--- src/rtl/serial_subtractor_if.sv ---
// Operand/result handshake bundle for the bit-serial subtractor.
// The master side drives operands and result-ready; the slave side is the subtractor.
interface serial_subtractor_if #(
    parameter int WIDTH = 8
);
    logic             i_valid;
    logic             o_ready;
    logic [WIDTH-1:0] i_a;
    logic [WIDTH-1:0] i_b;
    logic             o_valid;
    logic             i_ready;
    logic [WIDTH-1:0] o_diff;
    logic             o_borrow;

    modport master (
        output i_valid, i_a, i_b, i_ready,
        input  o_ready, o_valid, o_diff, o_borrow
    );

    modport slave (
        input  i_valid, i_a, i_b, i_ready,
        output o_ready, o_valid, o_diff, o_borrow
    );
endinterface

--- src/rtl/serial_subtractor.sv ---
// Bit-serial unsigned subtractor: A - B computed LSB first over WIDTH cycles
// with one full-subtractor cell (two half_subt + OR) and a registered borrow.

module half_subt (
    input  logic a_i,
    input  logic b_i,
    output logic d_o,
    output logic bo_o
);
    assign d_o  = a_i ^ b_i;
    assign bo_o = ~a_i & b_i;
endmodule

// state | meaning
// IDLE  | o_ready high, waiting for an operand pair
// SHIFT | one difference bit produced per cycle, LSB first
// DONE  | o_valid high, result held until the consumer takes it
module serial_subtractor #(
    parameter int WIDTH = 8
) (
    input  logic                  i_clk,
    input  logic                  i_rst,
    serial_subtractor_if.slave    bus
);
    localparam int CW = $clog2(WIDTH + 1);
    localparam logic [CW-1:0] LAST_CNT = CW'(WIDTH - 1);

    localparam logic [1:0] IDLE  = 2'd0;
    localparam logic [1:0] SHIFT = 2'd1;
    localparam logic [1:0] DONE  = 2'd2;

    logic [1:0]       state_q,  state_d;
    logic [WIDTH-1:0] a_sh_q,   a_sh_d;
    logic [WIDTH-1:0] b_sh_q,   b_sh_d;
    logic [WIDTH-1:0] res_q,    res_d;
    logic             br_q,     br_d;
    logic [CW-1:0]    cnt_q,    cnt_d;
    logic [WIDTH-1:0] diff_q,   diff_d;
    logic             borrow_q, borrow_d;

    logic             hs_d1, hs_bo1, d_bit, hs_bo2, br_next;
    logic [WIDTH-1:0] res_shifted;

    half_subt u_hs0 (
        .a_i  (a_sh_q[0]),
        .b_i  (b_sh_q[0]),
        .d_o  (hs_d1),
        .bo_o (hs_bo1)
    );

    half_subt u_hs1 (
        .a_i  (hs_d1),
        .b_i  (br_q),
        .d_o  (d_bit),
        .bo_o (hs_bo2)
    );

    assign br_next = hs_bo1 | hs_bo2;

    // New bit enters at the MSB so the register ends in natural bit order.
    always_comb begin
        res_shifted            = res_q >> 1;
        res_shifted[WIDTH-1]   = d_bit;
    end

    always_comb begin
        state_d  = state_q;
        a_sh_d   = a_sh_q;
        b_sh_d   = b_sh_q;
        res_d    = res_q;
        br_d     = br_q;
        cnt_d    = cnt_q;
        diff_d   = diff_q;
        borrow_d = borrow_q;
        case (state_q)
            IDLE: begin
                if (bus.i_valid) begin
                    a_sh_d  = bus.i_a;
                    b_sh_d  = bus.i_b;
                    br_d    = 1'b0;
                    cnt_d   = '0;
                    state_d = SHIFT;
                end
            end
            SHIFT: begin
                a_sh_d = a_sh_q >> 1;
                b_sh_d = b_sh_q >> 1;
                res_d  = res_shifted;
                br_d   = br_next;
                cnt_d  = cnt_q + CW'(1);
                if (cnt_q == LAST_CNT) begin
                    diff_d   = res_shifted;
                    borrow_d = br_next;
                    state_d  = DONE;
                end
            end
            DONE: begin
                if (bus.i_ready) begin
                    state_d = IDLE;
                end
            end
            default: state_d = IDLE;
        endcase
    end

    always_ff @(posedge i_clk) begin
        if (i_rst) begin
            state_q  <= IDLE;
            a_sh_q   <= '0;
            b_sh_q   <= '0;
            res_q    <= '0;
            br_q     <= 1'b0;
            cnt_q    <= '0;
            diff_q   <= '0;
            borrow_q <= 1'b0;
        end else begin
            state_q  <= state_d;
            a_sh_q   <= a_sh_d;
            b_sh_q   <= b_sh_d;
            res_q    <= res_d;
            br_q     <= br_d;
            cnt_q    <= cnt_d;
            diff_q   <= diff_d;
            borrow_q <= borrow_d;
        end
    end

    assign bus.o_ready  = (state_q == IDLE);
    assign bus.o_valid  = (state_q == DONE);
    assign bus.o_diff   = diff_q;
    assign bus.o_borrow = borrow_q;
endmodule

--- src/flat_wrapper.sv ---
// flat-port wrapper written by rule: the top's interface ports become plain ports
module serial_subtractor_flat 
#(
    parameter int WIDTH = 8
)
  (i_clk, i_rst, bus_i_valid, bus_i_a, bus_i_b, bus_i_ready, bus_o_ready, bus_o_valid, bus_o_diff, bus_o_borrow);
  serial_subtractor_if #(.WIDTH(WIDTH)) bus_i ();
  input  logic i_clk;
  input  logic i_rst;
  input wire logic [$bits(bus_i.i_valid)-1:0] bus_i_valid;
  input wire logic [$bits(bus_i.i_a)-1:0] bus_i_a;
  input wire logic [$bits(bus_i.i_b)-1:0] bus_i_b;
  input wire logic [$bits(bus_i.i_ready)-1:0] bus_i_ready;
  output wire logic [$bits(bus_i.o_ready)-1:0] bus_o_ready;
  output wire logic [$bits(bus_i.o_valid)-1:0] bus_o_valid;
  output wire logic [$bits(bus_i.o_diff)-1:0] bus_o_diff;
  output wire logic [$bits(bus_i.o_borrow)-1:0] bus_o_borrow;
  assign bus_i.i_valid = bus_i_valid;
  assign bus_i.i_a = bus_i_a;
  assign bus_i.i_b = bus_i_b;
  assign bus_i.i_ready = bus_i_ready;
  assign bus_o_ready = bus_i.o_ready;
  assign bus_o_valid = bus_i.o_valid;
  assign bus_o_diff = bus_i.o_diff;
  assign bus_o_borrow = bus_i.o_borrow;
  serial_subtractor #(.WIDTH(WIDTH)) u_core (.i_clk(i_clk), .i_rst(i_rst), .bus(bus_i));
endmodule
--- config.mk ---
export PLATFORM = sky130hd
export DESIGN_NAME = serial_subtractor_flat
export DESIGN_NICKNAME = d
export VERILOG_FILES = /design/src/rtl/serial_subtractor_if.sv /design/src/rtl/serial_subtractor.sv /design/src/flat_wrapper.sv
export SDC_FILE = /design/constraint.sdc
export NUM_CORES = 1
export LEC_CHECK = 0
export CAP_MARGIN = 5
export CORE_MARGIN = 2
export CORE_UTILIZATION = 38
export DETAILED_ROUTE_END_ITERATION = 10
export HOLD_SLACK_MARGIN = 0.12
export REMOVE_ABC_BUFFERS = 1
export SETUP_SLACK_MARGIN = 0.4
export SYNTH_ARGS = -nofsm -noshare
export SYNTH_HDL_FRONTEND = slang
export SYNTH_SLANG_ARGS = --single-unit
--- constraint.sdc ---
create_clock -name i_clk -period 2 [get_ports i_clk]
set_clock_uncertainty 0.2 [all_clocks]
set_input_delay 0.3 -clock i_clk [delete_from_list [all_inputs] [get_ports i_clk]]
set_output_delay 0.3 -clock i_clk [all_outputs]
set_load 0.05 [all_outputs]
==> results.yml, run 1 <==
power_and_ir_drop:
  power_frac_clock_pct: 32.3
  p_int_mw: 1.181
  ir_drop_uv: 296.3
  p_sw_uw: 416.0
  p_seq_share_pct: 52.5
  power_leakage_nw: 0.9321
  sw_frac_of_total_pct: 26.05
  power.density_nw_per_um2: 659.1
  comb_power_share_pct: 15.1
critical_path:
  crit_slowest_cell: "dfxtp_1"
  path_max_fanout: 5
  slowest_delay_ps: 340
  ff2ff_path_depth: 4
  start_kind: "flop"
  path_cells: "ha_1 > and3b_2 > buf_4 > a311oi_1"
  startpoint: "u_core.cnt_q[0]$_SDFFE_PP0P_"
  end_kind: "flop"
  rrSetupSlack_ps: 380
  cp-endpoint: "u_core.bus.o_borrow$_SDFFE_PP0P_"
  r2r_start: "u_core.cnt_q[0]$_SDFFE_PP0P_"
  critPathRequiredTime_ps: 1980
  critPathTopFamily: "flip-flops"
  reg2reg_to: "u_core.bus.o_borrow$_SDFFE_PP0P_"
  crit_buf_inv: 1
  critPathArrivalTime_ps: 1600
  path_class: "flop to flop"
  crit_cells: 4
sta:
  fin_crit_sh_pct: 80.95
  hold_ws_ps: 267.8
  tightestPinTransition_ps: 335.3
  layout_setup_ws_ps: 381.0
  setup_viol: 0
  slew_headroom_pct: 77.54
  fmaxAchievable_mhz: 617.7
  slew_viol_final: 0
  fin_setup_tns_ps: 0
  rsz0062_at_grt: "yes"
  hold_viol_final: 0
  post-route-min-period_ps: 1619
clock_network:
  htree_levels: 2
  insertion_delay_ps: 290
  clkSinkCount: 39
  clock_path_buffers: 2
  hold_buffers: 0
  clkSlewWorstSetupHoldPaths_ps: 70
  ctsRootBufferMaster: "clkbuf_8"
  cts_tree: "built"
  cts_buffers: 5
grt:
  met3_usage_pct: 3.292
  grt_most_used_layer: "met2"
  antenna_found_initial: 0
  use_met1_pct: 22.84
  grt_pass1_wl_um: 6982
  grt_pass1_vias: 1570
  grt_start_max_net_pins: 41
  track_usage_pct: 16.64
  gr-usage-met2_pct: 24.60
  grt_overflow: 0
synth:
  synth.distinct_cells: 30
  synth-edff-count: 0
  ys_ff_latch: 39
  synthArstFlopShare_pct: 0
  synth_flop_cell: "dfxtp_1"
  syn_inst: 229
  netlist_area_sq_um: 1836
  postSynthAreaPerCell_sq_um: 8.015
  yosysSeqAreaShare_pct: 42.54
  yosysWarnings: 0
floorplanning:
  die-height_um: 73.50
  initial_utilization_pct: 39.12
  ios: 31
  design.core.area_sq_um: 4692
  dieArea_sq_um: 5402
  die_w_um: 73.50
  std_cell_rows: 25
placement:
  port_buffers: 30
  dpl_worst_slack_ps: 269.3
  dp_hpwl_um: 2661
  globalplace.congestion: 0.7609
routing:
  routedWlPerCell_um: 13.63
  finalWirelength_um: 4402
  drc: 0
  drt_first_pass_iters: 4
  via_count: 1704
  drtAntennaViolNets: 0
  drt_iter0_markers: 148
  vias_per_cell: 5.276
cells_and_area:
  layout.nets: 290
  synthToLayoutAreaGrowth_pct: 32.04
  layout_common_cells: "a21oi_1, dfxtp_1, nor2_1"
  fillCellCount: 454
  diodes: 0
  final_common_cell: "a21oi_1"
  drive_gt1_share_pct: 22.68
outcome:
  status: "finished clean"
flow_run:
  cap_violations: 0
min_path:
  hold_class: "flop to flop"
[state kept, by name, indices dropped and copies added, names as in the netlist]
name                 cells
u_core.a_sh_q            8
u_core.b_sh_q            8
u_core.bus.o_diff        8
u_core.res_q             7
u_core.cnt_q             4
u_core.state_q           2
u_core.br_q              1
u_core.bus.o_borrow      1
[worst reg2reg max path: stages, from the launching register on]
cell and delay (ps):
dfxtp_1 340, ha_1 240, and3b_2 260, buf_4 150
a311oi_1 310
[worst min-delay path by stage]
| stage | depth (start not counted) | endpoint | start |
|---|---|---|---|
| 5_1_grt | 2 | u_core.res_q[4]$_SDFFE_PP0P_ | u_core.res_q[5]$_SDFFE_PP0P_ |
| 4_1_cts | 2 | u_core.res_q[1]$_SDFFE_PP0P_ | u_core.res_q[1]$_SDFFE_PP0P_ |
| 2_1_floorplan | 1 | u_core.bus.o_diff[0]$_SDFFE_PP0P_ | i_rst |
| 3_3_place_gp | 2 | u_core.res_q[1]$_SDFFE_PP0P_ | u_core.res_q[1]$_SDFFE_PP0P_ |
| 3_5_place_dp | 2 | u_core.res_q[1]$_SDFFE_PP0P_ | u_core.res_q[1]$_SDFFE_PP0P_ |
| 6_report | 2 | u_core.res_q[1]$_SDFFE_PP0P_ | u_core.res_q[1]$_SDFFE_PP0P_ |
[repair_timing]
action / CTS / global route
gates cloned: 0 / 1
buffers inserted: 3 / 6
gates resized for setup: 23 / 4
endpoints found under the hold margin: 0 / 0
endpoints found under the setup margin: 11 / 6
[metal layers]
metal / wire length, um / part of all wire [%] / up-vias
met5: 0 / 0 / -
met4: 137 / 3.1 / 0
met3: 175 / 4.0 / 12
met2: 1958 / 44 / 38
met1: 2131 / 48 / 777
li1: - / - / 877
[power groups by stage]
stage	Combinational [mW]	Sequential [mW]	Clock [mW]
floorplan	0.116	0.854	0
finish	0.242	0.839	0.516
global route	0.268	0.843	0.553
CTS	0.229	0.839	0.527
detailed placement	0.225	0.857	0
global placement	0.222	0.856	0
[cell type report]
| cell class | instances | area, sq um | area share, % |
|---|---|---|---|
| flip-flops and latches | 39 | 788.3 | 32.52 |
| well taps | 54 | 67.56 | 2.788 |
| clock inverters | 1 | 5.005 | 0.2065 |
| inverters | 16 | 60.06 | 2.478 |
| repair buffers | 52 | 523.0 | 21.58 |
| multi-input cells | 154 | 903.4 | 37.27 |
| clock buffers | 7 | 76.32 | 3.149 |
[metrics by stage]
| step | std cells | utilization [%] | cell area [sq um] | total power [mW] |
|---|---|---|---|---|
| floorplan | 209 | - | 1733 | 0.9700 |
| global placement | 305 | 46.85 | 2198 | 1.079 |
| detailed placement | 305 | 46.85 | 2198 | 1.082 |
| CTS | 316 | 49.89 | 2341 | 1.595 |
| global route | 323 | 51.65 | 2424 | 1.664 |
| finish | 323 | 51.65 | 2424 | 1.597 |
[cell usage after synthesis (2+ instances only)]
library cell	n	area share, %
a21oi_1	46	13
dfxtp_1	39	43
nor2_1	33	6.7
nand2_1	19	3.9
inv_1	16	3.3
o221a_2	14	8.6
buf_2	10	2.7
nand3_1	10	2.7
o31ai_1	8	3.3
clkbuf_1	6	1.2
nor2b_1	4	1.4
a22oi_1	2	0.82
a31oi_1	2	0.68
buf_4	2	0.82
nand3b_1	2	0.82
o22ai_1	2	0.68
[cells by family (layout without fill, tap and decap cells)]
group,count (synthesis),in the layout,share of synthesized area (%)
compound gates,78,78,28.36
fa+ha+maj,2,2,1.772
buf+inv,36,76,8.861
flops,39,39,42.54
mux,1,1,0.5454
simple gates,73,73,17.93
Note: power is estimated with default switching activity, not from simulation.
==> run 2: changes to the inputs <==
- clock period: 2 -> 1.5 ns (I/O delays scaled with it)
==> run 2 against run 1 <==
Combinational power grew 130%; final cell count grew 9.9%; die area is the same; routed wire length grew 39%; worst setup slack lost 380 ps; final area grew 44%; critical endpoint is now bus_o_ready.
==> results.yml, run 2 (synthesis gave the netlist of run 1 again) <==
outcome:
  status: "finished clean"
placement:
  dp_hpwl_um: 2929
  placed_area_sq_um: 2394
  port_buffers: 30
  globalplace.congestion: 0.7406
cells_and_area:
  final_area_sq_um: 3498
  diodes: 0
  fillCellCount: 294
  multi_input_area_sq_um: 1426
  drive_gt1_share_pct: 59.47
  layout.nets: 322
  regArea_sq_um: 805.8
  layout_common_cells: "a21oi_2, buf_4, dfxtp_1"
  synthToLayoutAreaGrowth_pct: 90.59
grt:
  track_usage_pct: 20.34
  grt_start_max_net_pins: 21
  grt_pass1_wl_um: 8493
  grt_overflow: 0
  antenna_found_initial: 0
  grt_pass1_vias: 1800
sta:
  fmaxAchievable_mhz: 667.3
  slew_viol_final: 0
  fin_setup_tns_ps: 0
  fin_crit_sh_pct: 99.91
  rsz0062_at_grt: "yes"
  post-route-min-period_ps: 1499
  tightestPinTransition_ps: 268.6
  slew_headroom_pct: 81.94
  setup_viol: 0
  hold_viol_final: 0
critical_path:
  r2r_start: "u_core.state_q[0]$_SDFFE_PP0P_"
  critPathRequiredTime_ps: 1070
  path_class: "flop to primary output"
  crit_slowest_cell: "dfxtp_4"
  startpoint: "u_core.state_q[0]$_SDFFE_PP0P_"
  critPathArrivalTime_ps: 1070
  start_kind: "flop"
  crit_path_frequent_cell: "buf_6"
  ff2ff_path_depth: 5
  end_kind: "primary output"
  path_max_fanout: 4
  slowest_delay_ps: 380
  path_cells: "buf_6 > nor2_4 > buf_6"
routing:
  drtAntennaViolNets: 0
  finalWirelength_um: 6099
  drc: 0
  drt_iter0_markers: 115
  via_count: 1964
  routedWlPerCell_um: 17.18
  drt_first_pass_iters: 4
  vias_per_cell: 5.532
min_path:
  hold_depth: 2
  hold_class: "flop to flop"
  min_from: "u_core.res_q[6]$_SDFFE_PP0P_"
clock_network:
  clkSinkCount: 39
  clkSlewWorstSetupHoldPaths_ps: 80
  insertion_delay_ps: 300
  cts_tree: "built"
  hold_buffers: 0
  clock_path_buffers: 2
  htree_levels: 2
  ctsRootBufferMaster: "clkbuf_8"
  cts_buffers: 5
flow_run:
  cap_violations: 0
floorplanning:
  die_w_um: 73.50
  ios: 31
  die-height_um: 73.50
  std_cell_rows: 25
  initial_utilization_pct: 39.12
  dieArea_sq_um: 5402
  design.core.area_sq_um: 4692
power_and_ir_drop:
  power_leakage_nw: 1.335
  power.density_nw_per_um2: 714.8
  ir_drop_uv: 574.2
## run 2: cell count changes in the layout (fill, tap and decap cells not counted), sizes merged
cell	previous run	this run
clkbuf	8	9
clkinv	1	0
clkdlybuf4s15	4	0
buf	28	63
bufbuf	0	1
dlygate4sd2	0	1
dlymetal6s2s	0	1
clkdlybuf4s50	19	17
## run 2: worst paths after layout
| path | endpoint | slack (ps) |
|---|---|---|
| max | bus_o_ready | 1 |
| min | u_core.bus.o_diff[5]$_SDFFE_PP0P_ | 300 |
| max reg2reg | u_core.bus.o_diff[6]$_SDFFE_PP0P_ | 10 |
| min reg2reg | u_core.bus.o_diff[5]$_SDFFE_PP0P_ | 300 |
## run 2: final cells by class
class | instances | area share [%]
Tap cell | 54 | 1.931
Sequential cell | 39 | 23.03
Inverter | 16 | 1.717
Clock buffer | 8 | 2.861
Timing Repair Buffer | 84 | 29.69
Multi-Input combinational cell | 154 | 40.77
## run 2: repair_timing
item,CTS,global route
setup endpoints to repair,50,50
pin swaps,34,28
hold endpoints to repair,0,0
gates resized for setup,81,85
gates cloned,4,1
buffers inserted,16,12
## run 2: per-stage QoR
| stage | util, % | std cells | hold slack [ps] | setup slack, ps | power [mW] |
|---|---|---|---|---|---|
| 2_1_floorplan | - | 209 | 94.07 | -747.9 | 1.293 |
| 3_3_place_gp | 51.01 | 314 | 251.1 | -101.1 | 1.459 |
| 3_5_place_dp | 51.01 | 314 | 255.3 | -146.1 | 1.464 |
| 4_1_cts | 63.12 | 342 | 279.0 | 29.61 | 2.331 |
| 5_1_grt | 74.56 | 355 | 314.7 | -44.37 | 2.604 |
| 6_report | 74.56 | 355 | 295.1 | 1.367 | 2.501 |
## run 2: worst max-delay path, delay by kind of cell, from the launching register on
family / cells / cell delay (ps)
DFF: 1 / 380
buffers and inverters: 2 / 290
and+or+nand+nor: 1 / 100
## run 2: power breakdown
group          switching, mW  leakage [nW]  internal [mW]
sequential            0.0528         0.327           1.08
clock                  0.379        0.0515          0.420
combinational          0.261         0.957          0.307
total                  0.693          1.34           1.81
## run 2: layer usage
metal	global-route usage, %	vias up	wire length [um]
li1	-	940	-
met1	27.71	969	2770
met2	32.44	48	3085
met3	2.881	7	184
met4	7.879	0	59
met5	0	-	0
